$ cat src/rtl/serial_frame_receiver.sv
`default_nettype none
// ============================================================================
// Module   : serial_frame_receiver
// Purpose  : Deframes an async serial line (start/data/parity/stop) and hands
//            data + raw parity bit to the downstream odd-parity checker.
// Revision : 1.0
// ============================================================================
module serial_frame_receiver #(
    parameter int WIDTH          = 8,
    parameter int CYCLES_PER_BIT = 16
) (
    input  logic             clk,
    input  logic             rst_x,
    input  logic             i_rx,
    output logic [WIDTH-1:0] o_data,
    output logic             o_parity,
    output logic             o_valid,
    output logic             o_frame_error,
    output logic             o_busy
);

    localparam int CW = $clog2(CYCLES_PER_BIT);
    localparam int BW = $clog2(WIDTH) + 1;

    localparam logic [CW-1:0] c_half_bit = CW'(CYCLES_PER_BIT / 2 - 1);
    localparam logic [CW-1:0] c_full_bit = CW'(CYCLES_PER_BIT - 1);
    localparam logic [BW-1:0] c_last_bit = BW'(WIDTH - 1);

    typedef enum logic [2:0] {
        ST_IDLE   = 3'd0,
        ST_START  = 3'd1,
        ST_DATA   = 3'd2,
        ST_PARITY = 3'd3,
        ST_STOP   = 3'd4,
        ST_BREAK  = 3'd5
    } state_t;

    state_t           state_q, state_d;
    logic [CW-1:0]    cyc_q, cyc_d;
    logic [BW-1:0]    bit_q, bit_d;
    logic [WIDTH-1:0] shift_q, shift_d;
    logic             par_q, par_d;
    logic [WIDTH-1:0] data_q, data_d;
    logic             parity_q, parity_d;
    logic             ferr_q, ferr_d;
    logic             valid_q, valid_d;
    logic             sync1_q, sync2_q;
    logic             rxs;

    assign rxs = sync2_q;

    // Synchronizer resets to the idle-high line level so reset never looks like a start bit
    always_ff @(posedge clk or negedge rst_x) begin
        if (!rst_x) begin
            sync1_q <= 1'b1;
            sync2_q <= 1'b1;
        end else begin
            sync1_q <= i_rx;
            sync2_q <= sync1_q;
        end
    end

    always_ff @(posedge clk or negedge rst_x) begin
        if (!rst_x) begin
            state_q  <= ST_IDLE;
            cyc_q    <= '0;
            bit_q    <= '0;
            shift_q  <= '0;
            par_q    <= 1'b0;
            data_q   <= '0;
            parity_q <= 1'b0;
            ferr_q   <= 1'b0;
            valid_q  <= 1'b0;
        end else begin
            state_q  <= state_d;
            cyc_q    <= cyc_d;
            bit_q    <= bit_d;
            shift_q  <= shift_d;
            par_q    <= par_d;
            data_q   <= data_d;
            parity_q <= parity_d;
            ferr_q   <= ferr_d;
            valid_q  <= valid_d;
        end
    end

    always_comb begin
        state_d  = state_q;
        cyc_d    = cyc_q;
        bit_d    = bit_q;
        shift_d  = shift_q;
        par_d    = par_q;
        data_d   = data_q;
        parity_d = parity_q;
        ferr_d   = ferr_q;
        valid_d  = 1'b0;

        case (state_q)
            ST_IDLE: begin
                if (!rxs) begin
                    state_d = ST_START;
                    cyc_d   = c_half_bit;
                end
            end
            ST_START: begin
                if (cyc_q != '0) begin
                    cyc_d = cyc_q - 1'b1;
                end else if (rxs) begin
                    state_d = ST_IDLE;
                end else begin
                    state_d = ST_DATA;
                    cyc_d   = c_full_bit;
                    bit_d   = '0;
                end
            end
            ST_DATA: begin
                if (cyc_q != '0) begin
                    cyc_d = cyc_q - 1'b1;
                end else begin
                    for (int k = 0; k < WIDTH; k++) begin
                        if (bit_q == BW'(k)) begin
                            shift_d[k] = rxs;
                        end
                    end
                    cyc_d = c_full_bit;
                    if (bit_q == c_last_bit) begin
                        state_d = ST_PARITY;
                        bit_d   = '0;
                    end else begin
                        bit_d = bit_q + 1'b1;
                    end
                end
            end
            ST_PARITY: begin
                if (cyc_q != '0) begin
                    cyc_d = cyc_q - 1'b1;
                end else begin
                    par_d   = rxs;
                    cyc_d   = c_full_bit;
                    state_d = ST_STOP;
                end
            end
            ST_STOP: begin
                if (cyc_q != '0) begin
                    cyc_d = cyc_q - 1'b1;
                end else begin
                    valid_d  = 1'b1;
                    data_d   = shift_q;
                    parity_d = par_q;
                    ferr_d   = !rxs;
                    state_d  = rxs ? ST_IDLE : ST_BREAK;
                end
            end
            ST_BREAK: begin
                // Line stuck low after a bad stop: wait for idle before re-arming
                if (rxs) begin
                    state_d = ST_IDLE;
                end
            end
            default: begin
                state_d = ST_IDLE;
            end
        endcase
    end

    assign o_data        = data_q;
    assign o_parity      = parity_q;
    assign o_valid       = valid_q;
    assign o_frame_error = ferr_q;
    assign o_busy        = (state_q != ST_IDLE);

endmodule
`default_nettype wire

$ cat config.mk
export PLATFORM = sky130hd
export DESIGN_NAME = serial_frame_receiver
export DESIGN_NICKNAME = d
export VERILOG_FILES = /design/src/rtl/serial_frame_receiver.sv
export SDC_FILE = /design/constraint.sdc
export NUM_CORES = 1
export LEC_CHECK = 0
export BUFFER_PORTS_ARGS = -buffer_cell sky130_fd_sc_hd__buf_2
export CAP_MARGIN = 25
export CORE_UTILIZATION = 52
export DETAILED_ROUTE_END_ITERATION = 16
export HOLD_SLACK_MARGIN = 0.15
export PLACE_DENSITY = 0.74
export SLEW_MARGIN = 30
export SYNTH_ARGS = -nofsm -noshare
export SYNTH_HDL_FRONTEND = slang
export SYNTH_SLANG_ARGS = --single-unit
$ cat constraint.sdc
create_clock -name clk -period 2 [get_ports clk]
set_input_delay 0.3 -clock clk [delete_from_list [all_inputs] [get_ports clk]]
set_output_delay 0.3 -clock clk [all_outputs]
set_load 0.005 [all_outputs]
Word level (Yosys, flattened, before mapping)

Cells that the tools add are included.

Equality and inequality tests: 22
Bitwise operators: 1
Reductions and logical operators: 21
Muxes and demuxes: 23
$add $sub $neg: 2

Operators by type and width:

| operator              | count |
|---|---|
| $mux W4               | 9 |
| $mux W3               | 8 |
| $reduce_and A3 Y1     | 8 |
| $ne A2 B2 Y1 const B  | 9 |
| $pmux W3 S6           | 1 |
| $eq A4 B3 Y1 const B  | 4 |
| $pmux W4 S4           | 1 |
| $eq A4 B2 Y1 const B  | 2 |
| $pmux W4 S2           | 1 |
| $reduce_and A4 Y1     | 2 |
| $reduce_bool A4 Y1    | 2 |
| $reduce_and A7 Y1     | 1 |
| $eq A3 B2 Y1 const B  | 2 |
| $eq A3 B3 Y1 const B  | 2 |
| $add A4 B1 Y4 const B | 1 |
| $eq A4 B1 Y1 const B  | 1 |
| $logic_not A4 Y1      | 1 |
| $reduce_and A2 Y1     | 2 |
| $sub A4 B1 Y4 const B | 1 |
| $eq A3 B1 Y1 const B  | 1 |
| $logic_not A3 Y1      | 1 |
| $ne A3 B3 Y1 const B  | 1 |
| $reduce_bool A3 Y1    | 1 |
| $mux W1               | 2 |
| other kinds (5)       | 5 |

Input port bits: 3
Output and inout bits: 12
Bits in registers: 33

Logic depth before layout (Yosys ltp)

Word-level depth: 4
Depth in mapped cells: 7
Depth with buffers taken out: 6

Worst setup path after synthesis

OpenSTA, ideal clock, no wires.

Kind: register -> register
Start: reg cyc_q[0]
End: reg shift_q[4]
Data arrival time: 1761 ps
Data required time: 1875 ps
Path buffers: 1
Setup slack: 114 ps
Cell stages (with the launch flop): 8
Cells stage by stage: dfrtp_1 -> inv_1 -> ha_1 -> or3b_1 -> buf_6 -> nor4b_4 -> nand2_1 -> mux2_4

Cells in the longest elaborated chain, start to end: 3

Ends and longest elaborated chain:

| item                        | RTL line | source |
|---|---|---|
| start, declared             | 39       | `logic [CW-1:0] cyc_q, cyc_d;` |
| start signal, assigned      | 76       | `cyc_q <= cyc_d;` |
| $reduce_bool A4 Y1          | 117      | `if (cyc_q != '0) begin` |
| $not A1 Y1 (no line)        | --       |  |
| $reduce_and A3 Y1 (no line) | --       |  |
| end signal, assigned        | 78       | `shift_q <= shift_d;` |
| end, declared               | 41       | `logic [WIDTH-1:0] shift_q, shift_d;` |

Every way passes these cells.
A chain may end at the register's enable or synchronous reset.

Worst setup path after layout

Start: reg cyc_q[1]
End: reg par_q

Cells in the longest elaborated chain, start to end: 3

Ends and longest elaborated chain:

| item                        | RTL line | source |
|---|---|---|
| $reduce_bool A4 Y1          | 135      | `if (cyc_q != '0) begin` |
| $not A1 Y1 (no line)        | --       |  |
| $reduce_and A2 Y1 (no line) | --       |  |
| end signal, assigned        | 79       | `par_q <= par_d;` |
| end, declared               | 42       | `logic par_q, par_d;` |

Every way passes these cells.

==> out/qor.txt <==
Hold Fails Final Rpt -> 0
initial antenna violation count -> 0
nets -> 179
Vias per Instance -> 5.33
Place WS -> -0.0385 ns
vias in the first global route -> 1073
Synth Flop Type -> dfrtp_1
Synth warnings -> 0
gr usage total -> 19.1%
P_sw -> 0.627 mW
fraction of layout cells with a size suffix above 1 -> 37.4%
post-synth top area cell -> dfrtp_1
DP HPWL -> 2.06 mm
Lkg Pwr -> 0.921 nW
postcts setup bufs -> 0
EDFF count, synth -> 0
Die Width -> 59.0 microns
fin util -> 62.2%
Pins Over Slew Limit -> 0
Top delay family on crit path -> simple AND/OR/NAND/NOR gates
async set or reset register ratio after synthesis -> 100%
worst r2r src -> cyc_q[1]
clock sinks -> 33
Port Buffers -> 14
status -> complete, no violations
dpl cells -> 205
Seq/Total Area, Yosys -> 49.1%
syn avg cell area -> 11.6 sq um
first-pass GRT wire length -> 4.84 mm
Area Growth Syn to Fin -> 12.6%
max cap viols -> 0
Final ANT Viol Nets -> 0
Detailed Route WL -> 2.91 mm
1st-iter DRT viols -> 58
clk_lat worst skew -> 0.33 ns
crit path max fanout -> 6
Placement Cell Area -> 1820 sq um
CP Capture Type -> register
Logic pwr share -> 33.4%
Tcrit/Tclk final -> 95.0%
die area -> 3480 sq um
arrival time worst endpoint -> 2.13 ns
WP buf/inv -> 1
Syn Nets -> 155
Cell variety after synth -> 45
WL/cell -> 13.5 microns
hold path start -> sync1_q
FMAX -> 526 MHz
CTS root buffer -> clkbuf_4
Tot Pwr -> 1.79 mW
Final Skew -> 0.00708 ns
fin area -> 1900 sq um
RSZ-0062 raised after global routing -> false
Switching Fraction -> 35.0%
CTS Buf Count -> 5
hold crit path type -> register to register
largest net degree at the start of global routing -> 34
Pwr per Cell Area -> 943 nW/um^2
clock tree buffer depth -> 2
final setup TNS -> 0 ns
TritonCTS clock tree -> yes
Slowest cell on crit path -> or3b_4
CP Data Required Time -> 2.23 ns
Post-synth top cells -> dfrtp_1, nand2_1, mux2_2
Post-Syn Area -> 1690 sq um
WS Path Type -> register to register
Critical Path, Cell by Cell -> inv_2 -> ha_2 -> or3b_4 -> or3_4 -> mux2_4
max_slew headroom -> 52.2%
Worst Setup Start Kind -> register
most frequent cell after synthesis -> dfrtp_1
Seq pwr share -> 46.9%
Seq cells post-synth -> 33
Placeable Area -> 3050 sq um
Antenna Cells -> 0
cell internal pwr -> 1.16 mW
cell count after synthesis -> 146
Max H-tree Level -> 2
Ports -> 15
CP Launch Point -> cyc_q[1]
Clk pwr share -> 19.6%
CP peak stage delay -> 0.44 ns
Period minus WS final -> 1.90 ns
routability cong. -> 0.795
# DRC -> 0
initial core utilization -> 55.2%
worst setup margin -> 0.0996 ns
Setup-failing EPs final -> 0
Overflow after GRT -> 0
peak supply drop -> 0.674 mV
drt pass-1 iters -> 5
Die Y -> 59.0 microns
Worst-Margin Slew -> 0.717 ns
Synth top area share -> 46.0%
Clk pin slew, worst setup/hold paths -> 0.10 ns
non-filler cells, final -> 215
Vias -> 1147
top post-synthesis cells by area -> dfrtp_1, mux2_2, ha_1
Rows -> 20
Hold WS -> 0.363 ns
## power by group through the flow
stage / Clock [mW] / Combinational, mW / Sequential [mW]
6_report: 0.352 / 0.599 / 0.841
5_1_grt: 0.382 / 0.666 / 0.855
3_5_place_dp: 0 / 0.591 / 0.848
3_3_place_gp: 0 / 0.545 / 0.844
2_1_floorplan: 0 / 0.435 / 0.826
4_1_cts: 0.360 / 0.599 / 0.837
## logic make-up (layout without fill, tap and decap cells)
logic type / count (synthesis) / after routing / synth area share, %
simple gates: 48 / 48 / 17.4
flops: 33 / 33 / 49.1
compound gates: 24 / 24 / 10.2
mux: 19 / 19 / 13.6
buf+inv: 15 / 40 / 4.67
fa+ha+maj: 6 / 6 / 4.45
xor+xnor: 1 / 1 / 0.519
## state kept, by name, summed over array words and instances, names as in the netlist
| signal | cells |
|---|---|
| o_data | 8 |
| o_frame_error | 1 |
| sync1_q | 1 |
| rxs | 1 |
| shift_q | 8 |
| bit_q | 4 |
| o_valid | 1 |
| state_q | 3 |
| o_parity | 1 |
| par_q | 1 |
| cyc_q | 4 |
## layer usage
layer / GRT usage (%) / part of all wire (%) / wire length (microns)
met5: 0 / 0 / 0
met4: 10.2 / 1.6 / 46
met3: 3.96 / 4.3 / 125
met2: 30.8 / 48 / 1400
met1: 24.1 / 46 / 1330
## worst reg2reg max path, stage by stage (launching register included)
cell,delay (ns)
dfrtp_1,0.42
inv_2,0.08
ha_2,0.17
or3b_4,0.44
or3_4,0.40
mux2_4,0.30
## path summary, 6_finish.rpt
check	to	slack [ns]	cells past startpoint
max	par_q	0.1	5
min	rxs	0.36	0
max reg2reg	par_q	0.1	5
min reg2reg	rxs	0.36	0
max in group asynchronous	state_q[1]	0.99	2
min in group asynchronous	o_data[3]	0.55	2
## what timing repair did
action | 4_1_cts | 5_1_grt
hold buffers | 2 | 0
gates resized for setup | 1 | 3
hold endpoints to repair | 32 | 0
setup endpoints to repair | 8 | 7
pin swaps | 0 | 3
## placed cells by master, fill, tap and decap left out, drive strengths merged
master / netlist / routed
o31ai: 1 / 1
o211ai: 1 / 1
dlygate4sd3: 0 / 2
o21ai: 8 / 8
dfrtp: 31 / 31
a2bb2oi: 1 / 1
xnor2: 1 / 1
or4b: 1 / 1
a211oi: 1 / 1
nor2b: 1 / 1
o31a: 1 / 1
nor2: 8 / 8
a21oi: 6 / 6
dfstp: 2 / 2
and3b: 1 / 1
o32a: 1 / 1
buf: 5 / 22
or3: 1 / 1
and2b: 1 / 1
nor3: 3 / 3
clkbuf: 1 / 6
a22o: 1 / 1
and3: 3 / 3
mux2: 19 / 19
or3b: 3 / 3
inv: 8 / 8
nand2: 16 / 16
nor4: 2 / 2
o21a: 1 / 1
o2bb2ai: 1 / 1
o21bai: 1 / 1
nor3b: 2 / 2
clkinv: 0 / 2
nor4b: 1 / 1
nand3: 4 / 4
ha: 6 / 6
nand2b: 1 / 1
## cell type report
type	count	area [sq um]
timing repair buffer	24	150
tap	44	55.1
sequential	33	828
clock buffer	6	41.3
clock inverter	2	10.0
inverter	8	30.0
multi-input combinational	98	785
fill	259	1150
(Power assumes the default switching activity.)
